## src/rtl/coin_feeder_pkg.sv

```systemverilog
// Shared definitions for the coin feeder: coin codes, coin values, FSM state encoding.
package coin_feeder_pkg;

  typedef enum logic [1:0] {
    CODE_NONE = 2'b00,
    CODE_100  = 2'b01,
    CODE_200  = 2'b10,
    CODE_500  = 2'b11
  } coin_code_t;

  localparam logic [3:0] VAL_100 = 4'd1;
  localparam logic [3:0] VAL_200 = 4'd2;
  localparam logic [3:0] VAL_500 = 4'd5;

  typedef enum logic [2:0] {
    ST_IDLE,
    ST_PULSE,
    ST_GAP,
    ST_WAIT_RESP,
    ST_SETTLE
  } state_t;

  function automatic logic [3:0] coin_value(input logic [1:0] code);
    logic [3:0] v;
    case (code)
      CODE_100: v = VAL_100;
      CODE_200: v = VAL_200;
      CODE_500: v = VAL_500;
      default:  v = 4'd0;
    endcase
    return v;
  endfunction

  function automatic logic [3:0] sat_add(input logic [3:0] a, input logic [3:0] b);
    logic [4:0] s;
    s = {1'b0, a} + {1'b0, b};
    return s[4] ? 4'hf : s[3:0];
  endfunction

endpackage

```

## src/rtl/coin_fifo.sv

```systemverilog
// Synchronous coin token FIFO (DEPTH x W bits) with full/empty flags.
module coin_fifo #(
  parameter int DEPTH = 4,
  parameter int W     = 2
) (
  input  logic         clock,
  input  logic         reset,
  input  logic         push,
  input  logic [W-1:0] wdata,
  input  logic         pop,
  output logic [W-1:0] rdata,
  output logic         full,
  output logic         empty
);

  localparam int AW = $clog2(DEPTH);
  localparam logic [AW:0] FULL_CNT = (AW+1)'(DEPTH);

  logic [W-1:0]  mem [DEPTH];
  logic [AW-1:0] wptr, rptr;
  logic [AW:0]   count;
  logic          do_push, do_pop;

  assign full    = (count == FULL_CNT);
  assign empty   = (count == '0);
  assign do_push = push && !full;
  assign do_pop  = pop && !empty;
  assign rdata   = mem[rptr];

  always_ff @(posedge clock) begin
    if (do_push) mem[wptr] <= wdata;
  end

  always_ff @(posedge clock) begin
    if (reset) begin
      wptr  <= '0;
      rptr  <= '0;
      count <= '0;
    end else begin
      if (do_push) wptr <= wptr + 1'b1;
      if (do_pop)  rptr <= rptr + 1'b1;
      case ({do_push, do_pop})
        2'b10:   count <= count + 1'b1;
        2'b01:   count <= count - 1'b1;
        default: ;
      endcase
    end
  end

endmodule

```

## src/rtl/coin_feeder.sv

```systemverilog
// Coin-side driver for the vending machine: queues coin tokens, pulses in100/in200/in500,
// tallies change and closes each purchase. Define CHANGE_AUDIT_EN to flag paid-change != PRICE.
//
// state     | meaning
// IDLE      | no coin in flight; pops the next queued token
// PULSE     | one coin line high for PULSE_CYCLES
// GAP       | all coin lines low for GAP_CYCLES
// WAIT_RESP | price reached, waiting for delivery (bounded by RESP_TIMEOUT)
// SETTLE    | delivered; change still counted for SETTLE_CYCLES
module coin_feeder
  import coin_feeder_pkg::*;
#(
  parameter int PRICE         = 3,
  parameter int FIFO_DEPTH    = 4,
  parameter int PULSE_CYCLES  = 1,
  parameter int GAP_CYCLES    = 1,
  parameter int SETTLE_CYCLES = 4,
  parameter int RESP_TIMEOUT  = 16
) (
  input  logic       clock,
  input  logic       reset,
  input  logic       coin_valid,
  input  logic [1:0] coin_code,
  output logic       coin_ready,
  output logic       in100,
  output logic       in200,
  output logic       in500,
  input  logic       out100,
  input  logic       out200,
  input  logic       delivery,
  output logic       busy,
  output logic [3:0] paid_total,
  output logic [3:0] change_total,
  output logic       txn_done,
  output logic       txn_error
);

  localparam int TW = 8;
  localparam logic [3:0] PRICE_V = 4'(PRICE);

  state_t        state, state_nxt;
  logic [1:0]    cur_code;
  logic [TW-1:0] phase_cnt, resp_cnt;
  logic          phase_tc, resp_tc;
  logic          deliv_seen, open_txn, timeout;
  logic          fifo_push, fifo_pop, fifo_full, fifo_empty;
  logic [1:0]    fifo_rdata;
  logic [3:0]    paid_inc;

  // Illegal code 00 is handshaken but never stored, so it can never pulse.
  assign coin_ready = !fifo_full;
  assign fifo_push  = coin_valid && !fifo_full && (coin_code != CODE_NONE);
  assign busy       = (state != ST_IDLE) || !fifo_empty;
  assign phase_tc   = (phase_cnt == '0);
  assign resp_tc    = (resp_cnt == '0);
  assign open_txn   = (state != ST_IDLE) || (paid_total != '0);
  assign paid_inc   = sat_add(paid_total, coin_value(fifo_rdata));

  coin_fifo #(.DEPTH(FIFO_DEPTH), .W(2)) u_fifo (
    .clock (clock),
    .reset (reset),
    .push  (fifo_push),
    .wdata (coin_code),
    .pop   (fifo_pop),
    .rdata (fifo_rdata),
    .full  (fifo_full),
    .empty (fifo_empty)
  );

  always_ff @(posedge clock) begin
    if (reset) state <= ST_IDLE;
    else       state <= state_nxt;
  end

  // GAP falls straight into the next PULSE when a coin is waiting, keeping pulses GAP_CYCLES apart.
  always_comb begin
    state_nxt = state;
    fifo_pop  = 1'b0;
    unique case (state)
      ST_IDLE: begin
        if (deliv_seen) state_nxt = ST_SETTLE;
        else if (!fifo_empty) begin
          fifo_pop  = 1'b1;
          state_nxt = ST_PULSE;
        end
      end
      ST_PULSE: if (phase_tc) state_nxt = ST_GAP;
      ST_GAP: begin
        if (phase_tc) begin
          if (deliv_seen || delivery)  state_nxt = ST_SETTLE;
          else if (paid_total >= PRICE_V) state_nxt = ST_WAIT_RESP;
          else if (!fifo_empty) begin
            fifo_pop  = 1'b1;
            state_nxt = ST_PULSE;
          end else state_nxt = ST_IDLE;
        end
      end
      ST_WAIT_RESP: begin
        if (resp_tc)       state_nxt = ST_IDLE;
        else if (delivery) state_nxt = ST_SETTLE;
      end
      ST_SETTLE: if (phase_tc) state_nxt = ST_IDLE;
      default: state_nxt = ST_IDLE;
    endcase
  end

  always_comb begin
    in100    = 1'b0;
    in200    = 1'b0;
    in500    = 1'b0;
    txn_done = 1'b0;
    timeout  = 1'b0;
    if (state == ST_PULSE) begin
      case (cur_code)
        CODE_100: in100 = 1'b1;
        CODE_200: in200 = 1'b1;
        CODE_500: in500 = 1'b1;
        default:  ;
      endcase
    end
    if (state == ST_WAIT_RESP && resp_tc) begin
      txn_done = 1'b1;
      timeout  = 1'b1;
    end
    if (state == ST_SETTLE && phase_tc) txn_done = 1'b1;
  end

`ifdef CHANGE_AUDIT_EN
  logic [4:0] net_paid;
  assign net_paid  = {1'b0, paid_total} - {1'b0, change_total};
  assign txn_error = txn_done && (timeout || (net_paid != 5'(PRICE)));
`else
  assign txn_error = txn_done && timeout;
`endif

  // The response timer starts when a pulse lifts paid_total to the price, not on WAIT_RESP entry.
  always_ff @(posedge clock) begin
    if (reset) begin
      phase_cnt    <= '0;
      resp_cnt     <= '0;
      cur_code     <= CODE_NONE;
      paid_total   <= '0;
      change_total <= '0;
      deliv_seen   <= 1'b0;
    end else begin
      if (state_nxt != state) begin
        case (state_nxt)
          ST_PULSE:  phase_cnt <= TW'(PULSE_CYCLES - 1);
          ST_GAP:    phase_cnt <= TW'(GAP_CYCLES - 1);
          ST_SETTLE: phase_cnt <= TW'(SETTLE_CYCLES - 1);
          default:   phase_cnt <= '0;
        endcase
      end else if (!phase_tc) phase_cnt <= phase_cnt - 1'b1;

      if (fifo_pop && paid_total < PRICE_V && paid_inc >= PRICE_V) resp_cnt <= TW'(RESP_TIMEOUT);
      else if (!resp_tc) resp_cnt <= resp_cnt - 1'b1;

      if (fifo_pop) cur_code <= fifo_rdata;

      if (txn_done) begin
        paid_total   <= '0;
        change_total <= '0;
        deliv_seen   <= 1'b0;
      end else begin
        if (fifo_pop) paid_total <= paid_inc;
        if (open_txn) change_total <= sat_add(change_total, {2'b00, out200, out100});
        if (state_nxt == ST_SETTLE) deliv_seen <= 1'b0;
        else if (delivery && open_txn && state != ST_WAIT_RESP && state != ST_SETTLE)
          deliv_seen <= 1'b1;
      end
    end
  end

endmodule
```

## config.mk

```make
export PLATFORM = sky130hd
export DESIGN_NAME = coin_feeder
export DESIGN_NICKNAME = d
export VERILOG_FILES = /design/src/rtl/coin_feeder_pkg.sv /design/src/rtl/coin_fifo.sv /design/src/rtl/coin_feeder.sv
export SDC_FILE = /design/constraint.sdc
export NUM_CORES = 1
export LEC_CHECK = 0
export ABC_CLOCK_PERIOD_IN_PS = 3880
export BUFFER_PORTS_ARGS = -buffer_cell sky130_fd_sc_hd__buf_2
export CORE_UTILIZATION = 48
export CTS_CLUSTER_DIAMETER = 150
export DETAILED_ROUTE_END_ITERATION = 16
export GPL_TIMING_DRIVEN = 1
export PLACE_DENSITY_LB_ADDON = 0.12
export SLEW_MARGIN = 20
export SYNTH_ARGS = -nofsm -noshare
export SYNTH_HDL_FRONTEND = slang
export SYNTH_SLANG_ARGS = --single-unit
```

## constraint.sdc

```tcl
create_clock -name clock -period 3.88 [get_ports clock]
set_clock_uncertainty 0.05 [all_clocks]
set_input_delay 0 -clock clock [delete_from_list [all_inputs] [get_ports clock]]
set_output_delay 0 -clock clock [all_outputs]
set_load 0.05 [all_outputs]
```

; ---- Word-level counts from Yosys, hierarchy flattened
; Memory sizes are Yosys's and may differ from the RTL's. A register that Yosys moved wholly into a read port is not among the register bits.
; Cells that the tools add are included.
[totals]
reg_bits = 37
ramBits = 8
input_bits = 8
output_inout_bits = 15
wordCells = 108
n_memories = 1
[op_classes]
addsub = 8
order_cmp = 3
n_eq_ne = 19
muxes = 38
reduce_logical = 28
[mem_list]
columns = memory, words, word_bits, rd, rd_clocked_by_memory_dff, wr, line_no
row1 = u_fifo.mem, 4, 2, 1, 1, 1, coin_fifo.sv:19  ; logic [W-1:0] mem [DEPTH];
[op_table]
columns = cell, count
row1 = 2-to-1 mux 3 bit, 8
row2 = zero test 8 bit, 2
row3 = 2-to-1 mux 1 bit, 16
row4 = 2-to-1 mux 8 bit, 2
row5 = "subtractor 8 x 1 -> 8 bit, second input constant", 2
row6 = one-hot mux 3 bit (5 select lines), 1
row7 = logical AND 1 bit, 12
row8 = "== test 2 bit, second input constant", 5
row9 = 2-to-1 mux 5 bit, 2
row10 = "== test 3 bit, second input constant", 3
row11 = one-hot mux 3 bit (3 select lines), 1
row12 = ">= comparator 4 x 2 -> 1 bit, second input constant", 2
row13 = 2-to-1 mux 2 bit, 4
row14 = 2-to-1 mux 4 bit, 2
row15 = "== test 2 x 1 -> 1 bit, second input constant", 3
row16 = "== test 3 x 2 -> 1 bit, second input constant", 2
row17 = zero test 3 bit, 2
row18 = one-hot mux 3 bit (2 select lines), 1
row19 = adder 4 x 2 -> 5 bit, 1
row20 = adder 4 x 4 -> 5 bit, 1
row21 = "adder 2 x 1 -> 2 bit, second input constant", 2
row22 = "less-than comparator 4 x 2 -> 1 bit, second input constant", 1
row23 = "inequality test 2 x 1 -> 1 bit, second input constant", 2
row24 = nonzero test 2 bit, 2
row25 = 13 further kinds, 17

; ---- Logic depth before layout (Yosys ltp)
[logic_depth]
ltp_word = 9
ltp_mapped = 11
mapped_depth_nobuf = 11

; ---- By module
; Synthesis repeated with hierarchy kept, for this count alone.
[unflattened]
cells_unflattened = 295
area_unflattened_um2 = 2705.1
[by_module_without_submodules]
columns = mod, n_inst, cells_per_inst, area_per_inst_um2, seq_area_each_um2
row1 = coin_feeder, 1, 231, 1934.4, 600.6
row2 = coin_fifo, 1, 64, 770.7, 420.4

; ---- Least setup slack after synthesis
; Ideal clock, no wire load.
[synth_timing]
path_kind = register -> register
start = register resp_cnt[0]
end = register deliv_seen
setup_ns = 0.130
arrival_time_ns = 2.586
t_required_ns = 3.700
slack_ns = 1.115
path_stages_with_launch = 9
path_buffers = 1
period_less_slack_ns = 2.765
path_cell_list = dfxtp_1 -> inv_1 -> ha_1 -> or4b_4 -> nand2b_4 -> o22ai_1 -> nand2b_1 -> clkbuf_1 -> nor3_1
[synth_via]
elab_chain_cells = 5
word_cells_on_any_way = 8
classes_between = 1 x eq/ne / 4 x mux / 3 x reduce/logical
[synth_rtl]
columns = item, line_no
row1 = "start, declared", coin_feeder.sv:43  ; logic [TW-1:0] phase_cnt, resp_cnt;
row2 = "start signal, assigned", coin_feeder.sv:155  ; if (fifo_pop && paid_total < PRICE_V && paid_inc >= PRICE_V) resp_cnt <= TW'(RESP_TIMEOUT);
row3 = "start signal, assigned", coin_feeder.sv:156  ; else if (!resp_tc) resp_cnt <= resp_cnt - 1'b1;
row4 = zero test 8 bit, coin_feeder.sv:55  ; assign resp_tc = (resp_cnt == '0);
row5 = logical AND 1 bit, coin_feeder.sv:121  ; if (state == ST_WAIT_RESP && resp_tc) begin
row6 = 2-to-1 mux 1 bit, coin_feeder.sv:121
row7 = 2-to-1 mux 1 bit, coin_feeder.sv:125  ; if (state == ST_SETTLE && phase_tc) txn_done = 1'b1;
row8 = via txn_done, coin_feeder.sv:34  ; output logic txn_done,
row9 = OR reduction 3 bit (no line), -
row10 = "end signal, assigned", coin_feeder.sv:144  ; deliv_seen <= 1'b0;
row11 = "end signal, assigned", coin_feeder.sv:163  ; deliv_seen <= 1'b0;
row12 = "end signal, assigned", coin_feeder.sv:167  ; if (state_nxt == ST_SETTLE) deliv_seen <= 1'b0;
row13 = "end, declared", coin_feeder.sv:45  ; logic deliv_seen, open_txn, timeout;
; The timed path passes the listed nets, and every way through them passes these cells.
; A chain may end at the register's enable or synchronous reset.

; ---- Final worst setup path
[layout_timing]
start = register phase_cnt[0]
end = register u_fifo.count[2]
[layout_via]
elab_chain_cells = 6
word_cells_on_any_way = 8
classes_between = 2 x eq/ne / 3 x mux / 3 x reduce/logical
[layout_rtl]
columns = item, line_no
row1 = "start, declared", coin_feeder.sv:43
row2 = "start signal, assigned", coin_feeder.sv:148  ; ST_PULSE: phase_cnt <= TW'(PULSE_CYCLES - 1);
row3 = "start signal, assigned", coin_feeder.sv:149  ; ST_GAP: phase_cnt <= TW'(GAP_CYCLES - 1);
row4 = "start signal, assigned", coin_feeder.sv:150  ; ST_SETTLE: phase_cnt <= TW'(SETTLE_CYCLES - 1);
row5 = zero test 8 bit *, coin_feeder.sv:54  ; assign phase_tc = (phase_cnt == '0);
row6 = 2-to-1 mux 1 bit *, coin_feeder.sv:89  ; if (phase_tc) begin
row7 = one-hot mux 1 bit (2 select lines) *, coin_feeder.sv:79  ; unique case (state)
row8 = logical AND 1 bit *, coin_fifo.sv:27  ; assign do_pop = pop && !empty;
row9 = == test 2 x 1 -> 1 bit / == test 2 bit (equally long branches), coin_fifo.sv:42  ; case ({do_push, do_pop})
row10 = one-hot mux 3 bit (2 select lines) / nonzero test 2 bit (equally long branches), -
row11 = "end signal, assigned", coin_fifo.sv:43  ; 2'b10: count <= count + 1'b1;
row12 = "end signal, assigned", coin_fifo.sv:44  ; 2'b01: count <= count - 1'b1;
row13 = "end, declared", coin_fifo.sv:21  ; logic [AW:0] count;
; Every way passes the cells marked *; elsewhere a longest branch is shown, timed or not.

==> impl_results.md <==
- Status: finished, final reports clean
- Met2 usage: 36.4%
- Number of I/O port buffers: 22
- Post-synth cell types: 48
- First-pass GRT wire length: 9060 um
- GRT Overall Usage: 21.4%
- Element type at the critical path end: flip-flop
- Total of max-cap violations: 0
- Final global-route overflow total: 0
- Area Overhead vs Synth: 12.7%
- Drt wl/cell: 13.7 um
- Core area: 5110 um^2
- DRT Pass-1 Iters: 4
- Syn_nets: 308
- Number of global-route vias before repair: 2030
- Register area share after synthesis: 40.0%
- H-tree levels: 2
- Pin count of the biggest net entering global routing: 18
- Post-layout util: 56.3%
- Post-DP HPWL: 3890 um
- Nets: 335
- Die H: 74.9 um
- Setup TNS: 0 ns
- Initial DRC count: 116
- Ratio of cells with drive above 1 in the final layout: 13.7%
- Post-CTS sizing: 0
- Clock Latency Late Sink: 0.30 ns
- Final setup vio count: 0
- Row count: 26
- RSZ-0062 raised after global routing: false
- Clk buf depth: 2
- FFs w/ async S/R, synth: 0%
- Synth Area in XOR/XNOR: 2.75%
- Post-synthesis compound-gate area fraction: 17.1%
- Final Hold Fails: 0
- DIE AREA: 5610 um^2
- Crit Path Max Fanout: 8
- Drt drc: 0
- Peak supply drop: 0.000346 V
- Cell area after synthesis: 2550 um^2
- Final period util: 79.3%
- Layer with the highest usage: met2
- Boundary Pins: 23
- CTS sink count: 47
- Initial antenna violation count: 0
- Synthesized area per cell: 8.96 um^2
- Mux contribution to synthesized area: 4.56%
- Post-synth EDFFs: 8
- Least-Margin Pin Slew: 0.705 ns
- Post-Synth Simple-Gate Area: 23.4%
- Post-layout min period: 3.08 ns
- Ant diodes: 0
- Final Max Tran Viols: 0
- Mapped Cells: 285
- #FFs+latches synth: 47
- Starting Density: 50.0%
- Antenna-violating nets left: 0
- Die width: 74.9 um
- CP Class: reg -> reg
- Tot Pwr: 2.59 mW
- Clock-pin slew on the worst setup and hold paths: 0.09 ns
- CTS tree: built
- Slew margin rel.: 52.5%
- Yosys warns: 0
- Met1 Use GR: 26.7%
- Largest family of logic cells by synthesized area: simple AND/OR/NAND/NOR gates
- Worst Setup Start Kind: flip-flop
- Achievable clock frequency: 325 MHz
- CTS Buf Count: 5
- Hold slack: 0.0513 ns
- CP required: 4.07 ns
- Routability congestion estimate: 0.856
- Lkg Pwr: 1.18 nW
- Worst EP arrival: 3.26 ns
- Vias: 2112
- Via/cell ratio: 5.51
- Dominant synthesized flop cell: dfxtp_1
- Routed WL: 5240 um
- Synth Area in Adders: 8.24%
- Root Buffer: clkbuf_8
- Pwr Density: 900 nW/um^2
- Met3 Usage GRT: 3.75%
- Hold WC Path Type: in -> reg
==> what timing repair did <==
action / in CTS / in global routing
hold buffers: 3 / 0
setup buffers: 0 / 0
hold endpoints to repair: 9 / 0
endpoints found under the setup margin: 0 / 0
==> cells in the mapped netlist (all sizes together), types with 3 or more instances <==
library cell / n / area share [%]
a211oi: 6 / 1.8
a21oi: 23 / 4.5
a311oi: 5 / 1.7
and2: 5 / 1.2
and3: 4 / 0.98
clkbuf: 6 / 0.88
dfxtp: 39 / 31
edfxtp: 8 / 9.4
fa: 3 / 2.4
ha: 12 / 5.9
inv: 21 / 3.1
mux2i: 6 / 2.4
nand2: 13 / 1.9
nand2b: 4 / 1.3
nand3: 10 / 2.0
nor2: 33 / 4.9
nor2b: 4 / 0.98
nor3: 18 / 3.5
nor4: 3 / 0.74
o21ai: 15 / 2.9
o31ai: 4 / 1.2
or3: 7 / 1.7
or4b: 3 / 1.3
xnor2: 7 / 2.4
==> kinds of logic (layout without fill, tap and decap cells) <==
kind of cell             after synthesis  in the layout
AND/OR/NAND/NOR                      113            113
AO/OA/AOI/OAI                         66             66
flip-flops                            47             47
buffers and inverters                 27             55
adder cells (fa/ha/maj)               15             15
multiplexers                           9              9
XOR/XNOR                               8              8
==> path summary, 6_finish.rpt <==
| path | from | to | slack [ns] | depth (start not counted) |
|---|---|---|---|---|
| worst max register to register | phase_cnt[0] | u_fifo.count[2] | 0.80 | 11 |
| worst max-delay path | phase_cnt[0] | u_fifo.count[2] | 0.80 | 11 |
| worst min register to register | resp_cnt[3] | resp_cnt[3] | 0.46 | 2 |
| worst min-delay path | delivery | deliv_seen | 0.05 | 3 |
==> power breakdown <==
| part | switching, mW | internal (mW) |
|---|---|---|
| Sequential | 0.143 | 0.634 |
| Combinational | 0.897 | 0.556 |
| Clock | 0.168 | 0.192 |
==> metrics by stage <==
step	area [um^2]	std cells	worst slack, ns
6_report	2880	383	0.802
5_1_grt	2880	383	0.593
4_1_cts	2880	383	0.802
3_5_place_dp	2740	372	0.816
3_3_place_gp	2740	372	0.934
2_1_floorplan	2550	285	1.11
==> layout make-up <==
| cell class | instances | area, um^2 |
|---|---|---|
| fill | 491 | 2230 |
| multi-input combinational | 211 | 1430 |
| sequential | 47 | 1020 |
| timing repair buffer | 26 | 148 |
| tap | 70 | 87.6 |
| inverter | 21 | 78.8 |
| clock buffer | 5 | 68.8 |
| clock inverter | 3 | 43.8 |
==> flip-flops by register name, indices dropped and copies added (netlist names), named ones only <==
signal / count
u_fifo.mem: 8
phase_cnt: 8
deliv_seen: 1
change_total: 4
paid_total: 4
u_fifo.wptr: 2
state: 3
u_fifo.count: 3
resp_cnt: 8
u_fifo.rptr: 2
cur_code: 2
==> worst max-delay path: stages, from the launching register on <==
cell	delay, ns
dfxtp_1	0.33
inv_1	0.07
ha_1	0.24
nor4b_2	0.21
and4_1	0.20
a21boi_1	0.43
nor2_1	0.18
ha_1	0.27
fa_1	0.45
xnor2_1	0.15
or3_1	0.30
a21oi_1	0.14
==> metal layers <==
metal | routed length [um] | vias up
li1 | - | 1088
met4 | 81 | 0
met3 | 137 | 8
met1 | 2460 | 980
met5 | 0 | -
met2 | 2560 | 36
==> layout by cell type, fill, tap and decap left out, types with 2 or more instances in the layout <==
cell type	synthesis	final
dfxtp_1	39	39
inv_1	21	21
or4b_2	2	2
nor2_1	33	33
or2_2	2	2
dlygate4sd3_1	0	3
nor4_1	3	3
fa_1	3	3
a311oi_1	5	5
ha_1	12	12
nand3_1	10	10
mux4_2	2	2
and2_1	5	5
a211oi_1	6	6
nand2_1	13	13
edfxtp_1	8	8
or3_1	7	7
clkbuf_8	0	5
o31ai_1	4	4
nor3_1	18	18
o21ai_0	15	15
buf_2	0	22
nand2b_1	3	3
xnor2_1	7	7
a21o_1	2	2
and3_1	4	4
nor2b_1	4	4
or4_1	2	2
mux2i_1	6	6
a21oi_1	23	23
No activity file was read; power rests on OpenSTA's default activity.
